<file path="config.mk">
export PLATFORM = sky130hd
export DESIGN_NAME = lsu_subword_ctrl_flat
export DESIGN_NICKNAME = d
export VERILOG_FILES = /design/src/rtl/lsu_subword_ctrl_pkg.sv /design/src/rtl/lsu_subword_ctrl_if.sv /design/src/rtl/lsu_subword_ctrl_lane.sv /design/src/rtl/lsu_subword_ctrl.sv /design/src/flat_wrapper.sv
export SDC_FILE = /design/constraint.sdc
export NUM_CORES = 1
export LEC_CHECK = 0
export CORE_MARGIN = 2
export CORE_UTILIZATION = 44
export DETAILED_ROUTE_END_ITERATION = 6
export HOLD_SLACK_MARGIN = 0.02
export PLACE_DENSITY = 0.77
export SYNTH_ARGS = -nofsm -noshare
export SYNTH_HDL_FRONTEND = slang
export SYNTH_SLANG_ARGS = --single-unit
</file>
<file path="constraint.sdc">
create_clock -name CLK -period 2.6 [get_ports CLK]
set_input_delay 0.52 -clock CLK [delete_from_list [all_inputs] [get_ports CLK]]
set_output_delay 0.52 -clock CLK [all_outputs]
set_load 0.1 [all_outputs]
</file>
<file path="src/rtl/lsu_subword_ctrl_pkg.sv">
// Shared definitions for the sub-word load/store controller: size codes,
// FSM state encoding and the latched request record.
package lsu_pkg;

  localparam int unsigned MEM_BYTES_DEF = 256;

  localparam logic [1:0] SZ_BYTE = 2'd0;
  localparam logic [1:0] SZ_HALF = 2'd1;
  localparam logic [1:0] SZ_WORD = 2'd2;
  localparam logic [1:0] SZ_ILL  = 2'd3;

  localparam logic [1:0] ST_IDLE = 2'd0;
  localparam logic [1:0] ST_RD   = 2'd1;
  localparam logic [1:0] ST_WR   = 2'd2;
  localparam logic [1:0] ST_DONE = 2'd3;

  typedef struct packed {
    logic        we;
    logic [1:0]  size;
    logic        uns;
    logic [31:0] wdata;
  } req_t;

  // Illegal size reports 4 so the range check still sees a sane value.
  function automatic logic [2:0] size_bytes(input logic [1:0] size);
    case (size)
      SZ_BYTE: size_bytes = 3'd1;
      SZ_HALF: size_bytes = 3'd2;
      default: size_bytes = 3'd4;
    endcase
  endfunction

endpackage

</file>
<file path="src/rtl/lsu_subword_ctrl_if.sv">
// CPU-side request/response and memory word-port signals of the controller.
interface lsu_subword_ctrl_if #(
  parameter int unsigned ADDR_W = 32
);
  logic              cpu_req;
  logic              cpu_we;
  logic [1:0]        cpu_size;
  logic              cpu_unsigned;
  logic [ADDR_W-1:0] cpu_addr;
  logic [31:0]       cpu_wdata;
  logic [31:0]       cpu_rdata;
  logic              cpu_done;
  logic              cpu_err;
  logic              busy;
  logic [ADDR_W-1:0] mem_addr;
  logic [31:0]       mem_wdata;
  logic              mem_MemRead;
  logic              mem_MemWrite;
  logic [31:0]       mem_rdata;

  modport master (
    input  cpu_req, cpu_we, cpu_size, cpu_unsigned, cpu_addr, cpu_wdata, mem_rdata,
    output cpu_rdata, cpu_done, cpu_err, busy,
    output mem_addr, mem_wdata, mem_MemRead, mem_MemWrite
  );

  modport slave (
    output cpu_req, cpu_we, cpu_size, cpu_unsigned, cpu_addr, cpu_wdata, mem_rdata,
    input  cpu_rdata, cpu_done, cpu_err, busy,
    input  mem_addr, mem_wdata, mem_MemRead, mem_MemWrite
  );
endinterface

</file>
<file path="src/rtl/lsu_subword_ctrl_lane.sv">
// Big-endian lane extract/extend for loads and lane merge for stores;
// shared by the load and store paths of the controller.
module lsu_lane_unit
  import lsu_pkg::*;
(
  input  logic [1:0]  addr_i,
  input  logic [1:0]  size_i,
  input  logic        unsigned_i,
  input  logic [31:0] mem_word_i,
  input  logic [31:0] store_data_i,
  output logic [31:0] load_data_o,
  output logic [31:0] store_word_o
);

  logic [7:0]  byte_sel;
  logic [15:0] half_sel;

  // Byte lane k sits at bits [31-8k : 24-8k].
  always_comb begin
    byte_sel = 8'h00;
    case (addr_i)
      2'd0: byte_sel = mem_word_i[31:24];
      2'd1: byte_sel = mem_word_i[23:16];
      2'd2: byte_sel = mem_word_i[15:8];
      default: byte_sel = mem_word_i[7:0];
    endcase
    half_sel = addr_i[1] ? mem_word_i[15:0] : mem_word_i[31:16];
  end

  always_comb begin
    load_data_o = mem_word_i;
    case (size_i)
      SZ_BYTE: load_data_o = {{24{~unsigned_i & byte_sel[7]}}, byte_sel};
      SZ_HALF: load_data_o = {{16{~unsigned_i & half_sel[15]}}, half_sel};
      default: load_data_o = mem_word_i;
    endcase
  end

  always_comb begin
    store_word_o = mem_word_i;
    case (size_i)
      SZ_BYTE: begin
        case (addr_i)
          2'd0: store_word_o[31:24] = store_data_i[7:0];
          2'd1: store_word_o[23:16] = store_data_i[7:0];
          2'd2: store_word_o[15:8]  = store_data_i[7:0];
          default: store_word_o[7:0] = store_data_i[7:0];
        endcase
      end
      SZ_HALF: begin
        if (addr_i[1]) store_word_o[15:0]  = store_data_i[15:0];
        else           store_word_o[31:16] = store_data_i[15:0];
      end
      SZ_WORD: store_word_o = store_data_i;
      default: store_word_o = mem_word_i;
    endcase
  end

endmodule

</file>
<file path="src/rtl/lsu_subword_ctrl.sv">
// Turns CPU byte/half/word loads and stores into whole-word memory accesses,
// with read-modify-write for sub-word stores and up-front error checking.
//
//   state | meaning
//   IDLE  | waiting for cpu_req; request latched and checked here
//   RD    | MemRead strobe; memory word captured at the edge
//   WR    | MemWrite strobe with the merged word
//   DONE  | one-cycle cpu_done (with cpu_err on a rejected request)
module lsu_subword_ctrl
  import lsu_pkg::*;
#(
  parameter int unsigned MEM_BYTES = MEM_BYTES_DEF,
  parameter int unsigned ADDR_W    = 32
) (
  input  logic                 CLK,
  input  logic                 reset,
  lsu_subword_ctrl_if.master   bus
);

  localparam logic [ADDR_W:0] MEM_LIMIT = (ADDR_W+1)'(MEM_BYTES);

  logic [1:0]        state_q, state_d;
  logic [ADDR_W-1:0] addr_q, addr_d;
  req_t              req_q, req_d;
  logic [31:0]       word_q, word_d;
  logic [31:0]       rdata_q, rdata_d;
  logic              err_q, err_d;

  logic [ADDR_W:0]   end_addr;
  logic              acc_err;
  logic [31:0]       lane_word;
  logic [31:0]       load_val;
  logic [31:0]       store_word;

  // One past the last byte touched; one extra bit so the top of the space cannot wrap.
  assign end_addr = {1'b0, bus.cpu_addr} + {{(ADDR_W-2){1'b0}}, size_bytes(bus.cpu_size)};

  assign acc_err = (bus.cpu_size == SZ_ILL)
                || (bus.cpu_size == SZ_HALF && bus.cpu_addr[0])
                || (bus.cpu_size == SZ_WORD && bus.cpu_addr[1:0] != 2'b00)
                || (end_addr > MEM_LIMIT);

  // Loads extract straight from the live read data; stores merge into the buffered word.
  assign lane_word = (state_q == ST_RD) ? bus.mem_rdata : word_q;

  lsu_lane_unit u_lane (
    .addr_i       (addr_q[1:0]),
    .size_i       (req_q.size),
    .unsigned_i   (req_q.uns),
    .mem_word_i   (lane_word),
    .store_data_i (req_q.wdata),
    .load_data_o  (load_val),
    .store_word_o (store_word)
  );

  always_comb begin
    state_d = state_q;
    addr_d  = addr_q;
    req_d   = req_q;
    word_d  = word_q;
    rdata_d = rdata_q;
    err_d   = err_q;
    case (state_q)
      ST_IDLE: begin
        if (bus.cpu_req) begin
          addr_d = bus.cpu_addr;
          req_d  = '{we: bus.cpu_we, size: bus.cpu_size,
                     uns: bus.cpu_unsigned, wdata: bus.cpu_wdata};
          err_d  = acc_err;
          if (acc_err)                                  state_d = ST_DONE;
          else if (bus.cpu_we && bus.cpu_size == SZ_WORD) state_d = ST_WR;
          else                                          state_d = ST_RD;
        end
      end
      ST_RD: begin
        word_d = bus.mem_rdata;
        if (req_q.we) begin
          state_d = ST_WR;
        end else begin
          rdata_d = load_val;
          state_d = ST_DONE;
        end
      end
      ST_WR:   state_d = ST_DONE;
      default: state_d = ST_IDLE;
    endcase
  end

  always_ff @(posedge CLK) begin
    if (reset) begin
      state_q <= ST_IDLE;
      addr_q  <= '0;
      req_q   <= '0;
      word_q  <= '0;
      rdata_q <= '0;
      err_q   <= 1'b0;
    end else begin
      state_q <= state_d;
      addr_q  <= addr_d;
      req_q   <= req_d;
      word_q  <= word_d;
      rdata_q <= rdata_d;
      err_q   <= err_d;
    end
  end

  assign bus.busy         = (state_q != ST_IDLE);
  assign bus.cpu_done     = (state_q == ST_DONE);
  assign bus.cpu_err      = (state_q == ST_DONE) && err_q;
  assign bus.cpu_rdata    = rdata_q;
  assign bus.mem_MemRead  = (state_q == ST_RD);
  assign bus.mem_MemWrite = (state_q == ST_WR);
  assign bus.mem_addr     = (state_q == ST_RD || state_q == ST_WR)
                          ? {addr_q[ADDR_W-1:2], 2'b00} : '0;
  assign bus.mem_wdata    = (state_q == ST_WR) ? store_word : 32'h0;

endmodule

</file>
<file path="src/flat_wrapper.sv">
// flat-port wrapper written by rule: the top's interface ports become plain ports
module lsu_subword_ctrl_flat import lsu_pkg::*;
#(
  parameter int unsigned MEM_BYTES = MEM_BYTES_DEF,
  parameter int unsigned ADDR_W    = 32
)
  (CLK, reset, bus_cpu_req, bus_cpu_we, bus_cpu_size, bus_cpu_unsigned, bus_cpu_addr, bus_cpu_wdata, bus_mem_rdata, bus_cpu_rdata, bus_cpu_done, bus_cpu_err, bus_busy, bus_mem_addr, bus_mem_wdata, bus_mem_MemRead, bus_mem_MemWrite);
  lsu_subword_ctrl_if #(.ADDR_W(ADDR_W)) bus_i ();
  input  logic CLK;
  input  logic reset;
  input wire logic [$bits(bus_i.cpu_req)-1:0] bus_cpu_req;
  input wire logic [$bits(bus_i.cpu_we)-1:0] bus_cpu_we;
  input wire logic [$bits(bus_i.cpu_size)-1:0] bus_cpu_size;
  input wire logic [$bits(bus_i.cpu_unsigned)-1:0] bus_cpu_unsigned;
  input wire logic [$bits(bus_i.cpu_addr)-1:0] bus_cpu_addr;
  input wire logic [$bits(bus_i.cpu_wdata)-1:0] bus_cpu_wdata;
  input wire logic [$bits(bus_i.mem_rdata)-1:0] bus_mem_rdata;
  output wire logic [$bits(bus_i.cpu_rdata)-1:0] bus_cpu_rdata;
  output wire logic [$bits(bus_i.cpu_done)-1:0] bus_cpu_done;
  output wire logic [$bits(bus_i.cpu_err)-1:0] bus_cpu_err;
  output wire logic [$bits(bus_i.busy)-1:0] bus_busy;
  output wire logic [$bits(bus_i.mem_addr)-1:0] bus_mem_addr;
  output wire logic [$bits(bus_i.mem_wdata)-1:0] bus_mem_wdata;
  output wire logic [$bits(bus_i.mem_MemRead)-1:0] bus_mem_MemRead;
  output wire logic [$bits(bus_i.mem_MemWrite)-1:0] bus_mem_MemWrite;
  assign bus_i.cpu_req = bus_cpu_req;
  assign bus_i.cpu_we = bus_cpu_we;
  assign bus_i.cpu_size = bus_cpu_size;
  assign bus_i.cpu_unsigned = bus_cpu_unsigned;
  assign bus_i.cpu_addr = bus_cpu_addr;
  assign bus_i.cpu_wdata = bus_cpu_wdata;
  assign bus_i.mem_rdata = bus_mem_rdata;
  assign bus_cpu_rdata = bus_i.cpu_rdata;
  assign bus_cpu_done = bus_i.cpu_done;
  assign bus_cpu_err = bus_i.cpu_err;
  assign bus_busy = bus_i.busy;
  assign bus_mem_addr = bus_i.mem_addr;
  assign bus_mem_wdata = bus_i.mem_wdata;
  assign bus_mem_MemRead = bus_i.mem_MemRead;
  assign bus_mem_MemWrite = bus_i.mem_MemWrite;
  lsu_subword_ctrl #(.MEM_BYTES(MEM_BYTES), .ADDR_W(ADDR_W)) u_core (.CLK(CLK), .reset(reset), .bus(bus_i));
endmodule
</file>
[After elaboration in Yosys (flattened, before gate mapping)]
Index checks and enable logic that the tools add are counted.
Widths: inputs -> output; s select.
Storage, ports and cells
  register bits after elaboration: 135
  bits of input ports: 103
  output and inout port bits: 101
  logic and storage cells: 62
Operators by class
  add/subtract/negate cells: 1
  magnitude comparators: 1
  equal/unequal tests: 11
  multiplexer cells: 19
  bitwise logic cells: 4
  reductions and logical operators: 17
Operators by type and width (number)
  $mux 32: 3
  $pmux 32 s3: 1
  $pmux 32 s2: 1
  $mux 16: 3
  $add 32x3->33: 1
  $gt 33x9->1 const B: 1
  $mux 8: 4
  $pmux 8 s3: 1
  $eq 2x2->1 const B: 6
  $eq 2x1->1 const B: 4
  $logic_not 2->1: 4
  $mux 2: 3
  $pmux 2 s3: 1
  $pmux 3 s2: 1
  $logic_and 1x1->1: 4
  $logic_or 1x1->1: 4
  $reduce_and 2->1: 2
  $reduce_bool 2->1: 2
  $reduce_or 3->1: 1
  $and 1x1->1: 2
  $ne 2x2->1 const B: 1
  $not 1->1: 2
  $mux 1: 1

[Longest topological paths before layout]
Gate-level depths: netlist (run 1).
  depth after elaboration: 8
  gate-level depth with buffers: 11
  depth with buffers taken out: 10

[Hierarchy]
A second synthesis (run 1) with hierarchy kept.
Unflattened totals
  cell total of the unflattened synthesis: 1040
  area total of the unflattened synthesis: 7936.4 um^2
Modules (own cells, without submodules)
  lsu_subword_ctrl: times used 1, cells each 773, area an instance 6175.9 um^2, sequential area each 2702.6 um^2
  lsu_lane_unit: times used 1, cells each 267, area an instance 1760.4 um^2, sequential area each 0.0 um^2

[Worst setup path before layout (run 1)]
OpenSTA, ideal clock, no wires.
  kind: register to output
  start: register u_core.state_q[1]
  end: output port bus_mem_wdata[31]
  data arrival time: 4933 ps
  data required time: 2080 ps
  path slack: -2853 ps
  stages on the path, launching flop included: 11
  path buffers: 4
  cells stage by stage: dfxtp_1 > inv_1 > ha_1 > buf_2 > clkbuf_1 > buf_2 > buf_2 > mux2i_1 > a21oi_1 > a22oi_1 > a21boi_0
Between the ends
  longest elaborated chain between the ends: 5
  elaborated cells between the ends (all ways): 7
  classes of those cells: 2 x eq/ne; 5 x mux
RTL lines
  from (decl): line lsu_subword_ctrl.sv:22  | logic [1:0] state_q, state_d;
  from (signal assigned): line lsu_subword_ctrl.sv:98  | state_q <= state_d;
  $eq 2x1->1 *
  via bus_mem_MemRead: line flat_wrapper.sv:24  | output wire logic [$bits(bus_i.mem_MemRead)-1:0] bus_mem_MemRead;
  $mux 32 *: line lsu_subword_ctrl.sv:44  | assign lane_word = (state_q == ST_RD) ? bus.mem_rdata : word_q;
  $mux 16 / $mux 8 (equally long branches): line lsu_subword_ctrl_lane.sv:51, lsu_subword_ctrl_lane.sv:43
  $pmux 32 s3 *: line lsu_subword_ctrl_lane.sv:41  | case (size_i)
  $mux 32 *: line lsu_subword_ctrl.sv:115  | assign bus.mem_wdata = (state_q == ST_WR) ? store_word : 32'h0;
  to (decl): line flat_wrapper.sv:23  | output wire logic [$bits(bus_i.mem_wdata)-1:0] bus_mem_wdata;
Mark *: on every way through the listed nets, which the timed path passes. The rest lies on a longest branch.

[Final worst setup path (run 1)]
  start: register u_core.state_q[1]
  end: output port bus_mem_wdata[27]
Between the ends
  longest elaborated chain between the ends: 5
  elaborated cells between the ends (all ways): 7
  classes of those cells: 2 x eq/ne; 5 x mux
RTL lines (line)
  $eq 2x1->1: lsu_subword_ctrl.sv:44
  $mux 32: lsu_subword_ctrl.sv:44
  $mux 16 / $mux 8 (equally long branches): lsu_subword_ctrl_lane.sv:51, lsu_subword_ctrl_lane.sv:43
  $pmux 32 s3: lsu_subword_ctrl_lane.sv:41
  $mux 32 *: lsu_subword_ctrl.sv:115
Mark *: on every way between the ends. The rest lies on a longest branch, timed or not.

==> results of run 1 <==
## path summary, 6_finish.rpt
| check | from | endpoint | slack [ns] | cells past startpoint |
|---|---|---|---|---|
| max | u_core.state_q[1] | bus_mem_wdata[27] | -0.23 | 11 |
| min | u_core.addr_q[22] | u_core.addr_q[22] | 0.45 | 2 |
| max reg2reg | u_core.state_q[1] | u_core.bus.cpu_rdata[24] | -0.12 | 12 |
| min reg2reg | u_core.addr_q[22] | u_core.addr_q[22] | 0.45 | 2 |
## layout make-up
class | instances | area, um2
timing repair buffer | 374 | 4060
sequential | 135 | 2710
inverter | 7 | 26.3
multi-input combinational | 750 | 5370
clock inverter | 12 | 118
clock buffer | 20 | 457
tap | 220 | 275
fill | 1054 | 3630
## critical path, delay by kind of cell (launching register included)
family / cells / cell delay, ns
mux: 1 / 0.13
flops: 1 / 0.33
fa+ha+maj: 1 / 0.17
buf+inv: 6 / 0.80
compound gates: 3 / 0.44
## cell families after synthesis
kind of cell | Yosys count | share of synthesized area [%]
AO/OA/AOI/OAI | 254 | 22.0
XOR/XNOR | 7 | 0.818
adder cells (fa/ha/maj) | 8 | 1.44
buffers and inverters | 84 | 5.22
flip-flops | 135 | 36.1
multiplexers | 56 | 7.96
other | 1 | 0.0500
AND/OR/NAND/NOR | 423 | 26.4
## cells in the final DEF, fill, tap and decap left out, drive strengths merged, types with 5 or more instances in the layout
master	Yosys	layout
a211oi	24	24
a21boi	8	8
a21oi	102	102
a221oi	7	7
a22o	9	9
a22oi	25	25
and2	42	42
and3	6	6
and4	5	5
buf	19	273
clkbuf	56	23
clkdlybuf4s50	0	92
dfxtp	135	135
ha	7	7
inv	7	10
mux2	19	19
mux2i	36	36
nand2	185	185
nand2b	9	9
nand3	9	9
nand4	11	11
nor2	95	95
nor2b	13	13
nor3	20	20
nor4	11	11
o211a	8	8
o211ai	11	11
o21ai	22	22
o221ai	9	9
o22ai	17	17
or2	5	5
## sequential cells by signal (all words and copies together), names as in the netlist
register / count
u_core.req_q: 36
u_core.bus.cpu_rdata: 32
u_core.err_q: 1
u_core.word_q: 32
u_core.addr_q: 32
u_core.state_q: 2
## power groups by stage
stage          sequential [mW]  combinational, mW  clock [mW]
3_5_place_dp              2.99               8.38           0
2_1_floorplan             4.27               4.36           0
4_1_cts                   2.98               9.24        2.36
5_1_grt                   3.06               10.3        2.47
3_3_place_gp              2.96               8.29           0
6_report                  3.03               9.91        2.37
## metal layers
layer / routed length [um] / share of wire [%] / global-route usage (%)
met4: 1450 / 4.5 / 12.6
met3: 3200 / 10 / 8.41
met1: 12400 / 39 / 43.3
met5: 0 / 0 / 0
met2: 15000 / 47 / 53.1
## timing repair
action / 4_1_cts / 5_1_grt
setup buffers: 27 / 13
endpoints found under the hold margin: 0 / 0
endpoints found under the setup margin: 35 / 88
gates resized for setup: 122 / 66
pin swaps: 37 / 24
gates cloned: 1 / 2
## through the flow
step / instance area [um2] / setup WS, ns / utilization [%] / cells
final: 13000 / -0.233 / 78.2 / 1518
after global placement: 11300 / -0.736 / 67.8 / 1447
after global routing: 13000 / -0.309 / 78.2 / 1518
after floorplan: 7820 / -0.169 / - / 969
after CTS: 12600 / -0.201 / 76.0 / 1507
after detailed placement: 11300 / -0.917 / 67.8 / 1447
==> Implementation_results.wiki, run 1 <==
{| class="wikitable"
! Metric !! Value
|-
| Outcome || complete, but fails checks
|-
| Failing checks || setup timing
|-
| Unrepaired setup endpoints after global routing || yes
|-
| IR Drop Worst-Case VDD || 1140 uV
|-
| Fraction of final layout cells with drive strength greater than 1 || 36.4%
|-
| EDFF count, synth || 0
|-
| Ratio of total power to cell area || 1180 mW/mm2
|-
| Total DRC errors in the routed layout || 0
|-
| Rel. slew slack || 48.2%
|-
| Worst setup slack after layout || -0.233 ns
|-
| Cell at the slowest stage of the critical path || sky130_fd_sc_hd__dfxtp_2
|-
| Post-synthesis area per instance || 7.74 um2
|-
| Endpoint kind of the worst setup timing path || primary output
|-
| Wire per inst || 21.1 um
|-
| Post-synthesis register bit count || 135
|-
| Final number of setup-violating endpoints || 47
|-
| Number of sinks on the clock net || 135
|-
| Maximum Capacitance Violations || 0
|-
| Final-stage net count || 1,396
|-
| Clock tree from TritonCTS || yes
|-
| Post-layout power || 15.3 mW
|-
| Vias per cell || 6.01
|-
| Worst-Margin Slew || 0.757 ns
|-
| Number of core rows || 47
|-
| Hold violation total from the final report || 0
|-
| Clock Tree Buf Depth || 2
|-
| First-pass GRT wire length || 46.7 mm
|-
| Worst Path Required || 2.08 ns
|-
| Max Fclk || 353 MHz
|-
| Dominant cell by count in the synthesized netlist || sky130_fd_sc_hd__nand2_1
|-
| Post-DP HPWL || 21.3 mm
|-
| Worst Clk Skew || 0.0126 ns
|-
| Leakage power || 5.04 nW
|-
| Synth area leader || sky130_fd_sc_hd__dfxtp_1
|-
| Number of antenna diodes || 0
|-
| Synth unique cells || 64
|-
| Slew Viols, Final || 0
|-
| Effective utilization at floorplan || 45.0%
|-
| Weighted congestion at the end of routability-driven global placement || 0.958
|-
| Top_reg_cell synth || sky130_fd_sc_hd__dfxtp_1
|-
| Worst hold margin || 0.454 ns
|-
| Post-layout min period || 2.83 ns
|-
| Part of the power in the clock network || 15.5%
|-
| Critical path data arrival time || 2.31 ns
|-
| Internal power consumption || 7.64 mW
|-
| Yosys Warn Count || 0
|-
| Antenna violations before repair || 0
|-
| Largest driver fanout on the critical path || 5
|-
| Core Box Area || 0.0166 mm2
|-
| Port-buffer cells || 201
|-
| Gate count of the mapped netlist || 968
|-
| Share of total power in sequential cells || 19.8%
|-
| Fraction of power spent switching nets || 50.1%
|-
| Number of top-level design ports || 204
|-
| All-layer global routing usage || 33.2%
|-
| Sequential-to-total area share from yosys stat || 36.1%
|-
| Proportion of netlist area held by the largest area contributor || 36.1%
|-
| Leftover overflow at the end of global routing || 0
|-
| Fraction of power consumed by combinational cells || 64.7%
|-
| Chain of cells forming the critical path || inv_2, ha_4, buf_12, buf_6, buf_4, mux2i_1, buf_4, a21oi_1, a22oi_2, a21boi_4, buf_12
|-
| Type of the worst min-delay path || reg -> reg
|-
| Async set-or-reset flop fraction in the synthesized netlist || 0%
|-
| Die Footprint || 0.0181 mm2
|-
| Start-to-end type of the worst setup path || reg -> out
|-
| Via count of the first global-routing pass || 8,647
|-
| Largest net degree at the start of global routing || 54
|-
| Sum of routed wire length over all layers || 32.0 mm
|-
| Clock network latency to the later pin of the worst-skew pair || 0.44 ns
|-
| Number of H-tree levels || 4
|-
| Clk slew on worst S/H paths || 0.06 ns
|-
| Cell area after synthesis || 0.00750 mm2
|-
| Area growth from synthesis to layout || 73.6%
|-
| Final worst-path cycle share || 109%
|-
| Clock root cell || sky130_fd_sc_hd__clkbuf_16
|-
| Post-Route Setup TNS || -4.68 ns
|-
| Slowest Stage Delay on Critical Path || 0.33 ns
|-
| Total via count after detailed routing || 9,116
|-
| Hold-fix buffers, CTS || 0
|-
| Overall die width || 135 um
|-
| DRC violation total after the first TritonRoute iteration || 1,165
|-
| Post-route ant nets || 0
|-
| Kind of launch point of the worst setup path || flip-flop
|-
| Height of the die || 135 um
|-
| Commonest cells in the synthesized netlist || 185 x sky130_fd_sc_hd__nand2_1, 135 x sky130_fd_sc_hd__dfxtp_1, 102 x sky130_fd_sc_hd__a21oi_1
|-
| Count of TritonRoute iterations in the first routing pass || 7
|-
| Number of clock buffers inserted by TritonCTS || 17
|-
| Net switching component of the power || 7.68 mW
|-
| Synth top area cells || sky130_fd_sc_hd__dfxtp_1 36%, sky130_fd_sc_hd__nand2_1 9.3%, sky130_fd_sc_hd__a21oi_1 6.8%, sky130_fd_sc_hd__mux2i_1 4.8%, sky130_fd_sc_hd__nor2_1 4.8%
|}
(Power assumes the default switching activity.)
==> run 2: changes to the inputs <==
==> constraint.sdc (replaced) <==
create_clock -name CLK -period 2.6 [get_ports CLK]
set_input_delay 0.78 -clock CLK [delete_from_list [all_inputs] [get_ports CLK]]
set_output_delay 0.78 -clock CLK [all_outputs]
set_load 0.1 [all_outputs]
==> run 2 against run 1 <==
The flow still finishes with violations (setup timing). Non-clock buffer count increased by 25. Largest power group unchanged. Core utilization rose by 2.6 points. Total power is 5.5% higher. Sequential power about the same. Critical path depth shrank 3. Combinational power up 8%. Die area unchanged. Via count is 2.6% higher. Count of clock-buffer cells in the layout grew 1. Sequential share of layout area decreased by 0.69 points. Sequential cell count did not move. Register-to-register slack worse by 0.28 ns.
==> Implementation_results.wiki, run 2 (synthesis results as in run 1) <==
{| class="wikitable"
! Metric !! Value
|-
| Vias per cell || 6.07
|-
| Start-to-end type of the worst setup path || reg -> out
|-
| Final number of setup-violating endpoints || 90
|-
| Part of the power in the clock network || 15.2%
|-
| Number of top-level design ports || 204
|-
| Maximum Capacitance Violations || 0
|-
| Area growth from synthesis to layout || 79.4%
|-
| Cell area reported after detailed placement || 0.0117 mm2
|-
| Number of H-tree levels || 4
|-
| Internal power consumption || 8.25 mW
|-
| Clock root cell || sky130_fd_sc_hd__clkbuf_16
|-
| Effective utilization at floorplan || 45.0%
|-
| Fraction of power consumed by combinational cells || 66.2%
|-
| Leakage power || 5.28 nW
|-
| Overall die width || 135 um
|-
| Top reg by flops || u_core.req_q
|-
| Layout Cell Area excl Fill || 0.0134 mm2
|-
| All-layer global routing usage || 33.9%
|-
| Kind of launch point of the worst setup path || flip-flop
|-
| Worst setup slack after layout || -0.481 ns
|-
| Total via count after detailed routing || 9,356
|-
| Failing checks || setup timing
|-
| Worst-Margin Slew || 0.884 ns
|-
| Endpoint kind of the worst setup timing path || primary output
|-
| Critical path buffers and inverters || 3
|-
| Largest driver fanout on the critical path || 8
|-
| Number of filler instances in the final layout || 977
|-
| Clock network latency to the later pin of the worst-skew pair || 0.43 ns
|-
| Number of clock buffers inserted by TritonCTS || 17
|-
| Core Box Area || 0.0166 mm2
|-
| Sum of routed wire length over all layers || 33.1 mm
|-
| Critical path data arrival time || 2.30 ns
|-
| Area of the multi-input gates || 0.00551 mm2
|-
| Commonest cells after routing, fill and taps aside || 199 x sky130_fd_sc_hd__buf_4, 177 x sky130_fd_sc_hd__nand2_1, 131 x sky130_fd_sc_hd__dfxtp_1, 92 x sky130_fd_sc_hd__nor2_1, 87 x sky130_fd_sc_hd__a21oi_1
|-
| First-pass GRT wire length || 47.4 mm
|-
| Share of total power in sequential cells || 18.7%
|-
| Post-Route Setup TNS || -23.18 ns
|-
| Height of the die || 135 um
|-
| Fraction of final layout cells with drive strength greater than 1 || 41.0%
|-
| Number of sinks on the clock net || 135
|-
| Most frequent standard cell in the layout excluding fill and tap cells || sky130_fd_sc_hd__buf_4
|-
| Post-DP HPWL || 21.6 mm
|-
| Weighted congestion at the end of routability-driven global placement || 0.939
|-
| Clock tree from TritonCTS || yes
|-
| Antenna violations before repair || 0
|-
| Post-layout min period || 3.08 ns
|-
| Net switching component of the power || 7.91 mW
|-
| Worst hold margin || 0.454 ns
|-
| Slew Viols, Final || 0
|-
| Dominant delay contributor by cell family on the critical path || compound AO/OA/AOI/OAI gates
|-
| Via count of the first global-routing pass || 8,599
|-
| Worst Clk Skew || 0.00551 ns
|-
| Register area || 0.00271 mm2
|-
| Clk slew on worst S/H paths || 0.06 ns
|-
| Cell at the slowest stage of the critical path || sky130_fd_sc_hd__dfxtp_2
|-
| Hold violation total from the final report || 0
|-
| Max reg flops || 36
|-
| Die Footprint || 0.0181 mm2
|-
| Number of core rows || 47
|-
| Worst Path Required || 1.82 ns
|-
| Largest net degree at the start of global routing || 69
|-
| Leftover overflow at the end of global routing || 0
|-
| Type of the worst min-delay path || reg -> reg
|-
| Slowest Stage Delay on Critical Path || 0.33 ns
|-
| Port-buffer cells || 201
|-
| Clock Tree Buf Depth || 2
|-
| Number of antenna diodes || 0
|-
| Wire per inst || 21.4 um
|-
| Count of TritonRoute iterations in the first routing pass || 7
|-
| Chain of cells forming the critical path || inv_2, ha_4, buf_6, mux2_4, a22o_1, a22oi_2, a21boi_4, buf_12
|-
| IR Drop Worst-Case VDD || 982 uV
|-
| Total DRC errors in the routed layout || 0
|-
| Hold-fix buffers, CTS || 0
|-
| Final worst-path cycle share || 118%
|-
| Outcome || complete, but fails checks
|-
| Final-stage net count || 1,421
|-
| Unrepaired setup endpoints after global routing || yes
|-
| DRC violation total after the first TritonRoute iteration || 1,228
|-
| Rel. slew slack || 40.6%
|-
| Fraction of power spent switching nets || 49.0%
|-
| Post-route ant nets || 0
|-
| Ratio of total power to cell area || 1200 mW/mm2
|-
| Max Fclk || 325 MHz
|}
[run 2: cell types whose count changed in the layout (fill, tap and decap cells not counted), moves of 5 or more]
cell,delta
sky130_fd_sc_hd__buf_8,+5
sky130_fd_sc_hd__a221oi_1,-5
sky130_fd_sc_hd__and2_4,+30
sky130_fd_sc_hd__and2_1,-30
sky130_fd_sc_hd__dlygate4sd2_1,+19
sky130_fd_sc_hd__mux2i_2,+6
sky130_fd_sc_hd__clkdlybuf4s50_1,-17
sky130_fd_sc_hd__buf_4,+15
sky130_fd_sc_hd__mux2i_4,-8
[run 2: power by group through the flow]
| stage | sequential, mW | combinational [mW] | clock, mW |
|---|---|---|---|
| CTS | 2.97 | 9.93 | 2.45 |
| floorplan | 4.28 | 4.45 | 0 |
| finish | 3.02 | 10.7 | 2.45 |
| global placement | 2.95 | 8.75 | 0 |
| detailed placement | 2.98 | 8.84 | 0 |
| global route | 3.05 | 11.0 | 2.54 |
[run 2: per-layer routing]
metal  share of wire [%]  GRT usage [%]
met5                   0              0
met3                  11           7.88
met1                  38           43.7
met2                  45           53.1
met4                 5.8           17.5
[run 2: path summary, 6_finish.rpt]
path,start,to,slack (ns),cells after the start
worst max-delay path,u_core.state_q[1],bus_mem_wdata[28],-0.48,8
worst min-delay path,u_core.req_q[28],u_core.req_q[28],0.45,2
worst max register to register,u_core.state_q[1],u_core.bus.cpu_rdata[31],-0.40,14
worst min register to register,u_core.req_q[28],u_core.req_q[28],0.45,2
[run 2: repair_timing]
item,4_1_cts,5_1_grt
buffers inserted,24,16
gates cloned,4,1
pin swaps,43,55
setup endpoints to repair,69,94
gates resized for setup,146,95
[run 2: cell type report]
| type | count | area share [%] |
|---|---|---|
| repair buffers | 399 | 32.3 |
| flip-flops and latches | 135 | 20.1 |
| multi-input cells | 750 | 40.9 |
| well taps | 220 | 2.05 |
| clock inverters | 10 | 0.875 |
| clock buffers | 21 | 3.50 |
| inverters | 7 | 0.214 |
[run 2: worst register-to-register path: stages (launching register included)]
cell and delay [ns]:
sky130_fd_sc_hd__dfxtp_2 0.33, sky130_fd_sc_hd__inv_2 0.07, sky130_fd_sc_hd__ha_4 0.24, sky130_fd_sc_hd__buf_4 0.16, sky130_fd_sc_hd__buf_8 0.11, sky130_fd_sc_hd__buf_4 0.14, sky130_fd_sc_hd__buf_4 0.11, sky130_fd_sc_hd__mux2_2 0.34
sky130_fd_sc_hd__mux4_2 0.47, sky130_fd_sc_hd__nand2_2 0.11, sky130_fd_sc_hd__buf_4 0.13, sky130_fd_sc_hd__a211oi_1 0.11, sky130_fd_sc_hd__nor2b_2 0.28, sky130_fd_sc_hd__buf_6 0.20, sky130_fd_sc_hd__a211oi_1 0.09
[run 2: per-stage QoR]
step / cells / power, mW / setup WS [ns] / utilization [%]
after global routing: 1542 / 16.6 / -0.521 / 80.8
after global placement: 1473 / 11.7 / -0.958 / 70.1
after detailed placement: 1473 / 11.8 / -1.02 / 70.1
after floorplan: 969 / 8.72 / -0.429 / -
final: 1542 / 16.2 / -0.481 / 80.8
after CTS: 1530 / 15.3 / -0.438 / 78.0
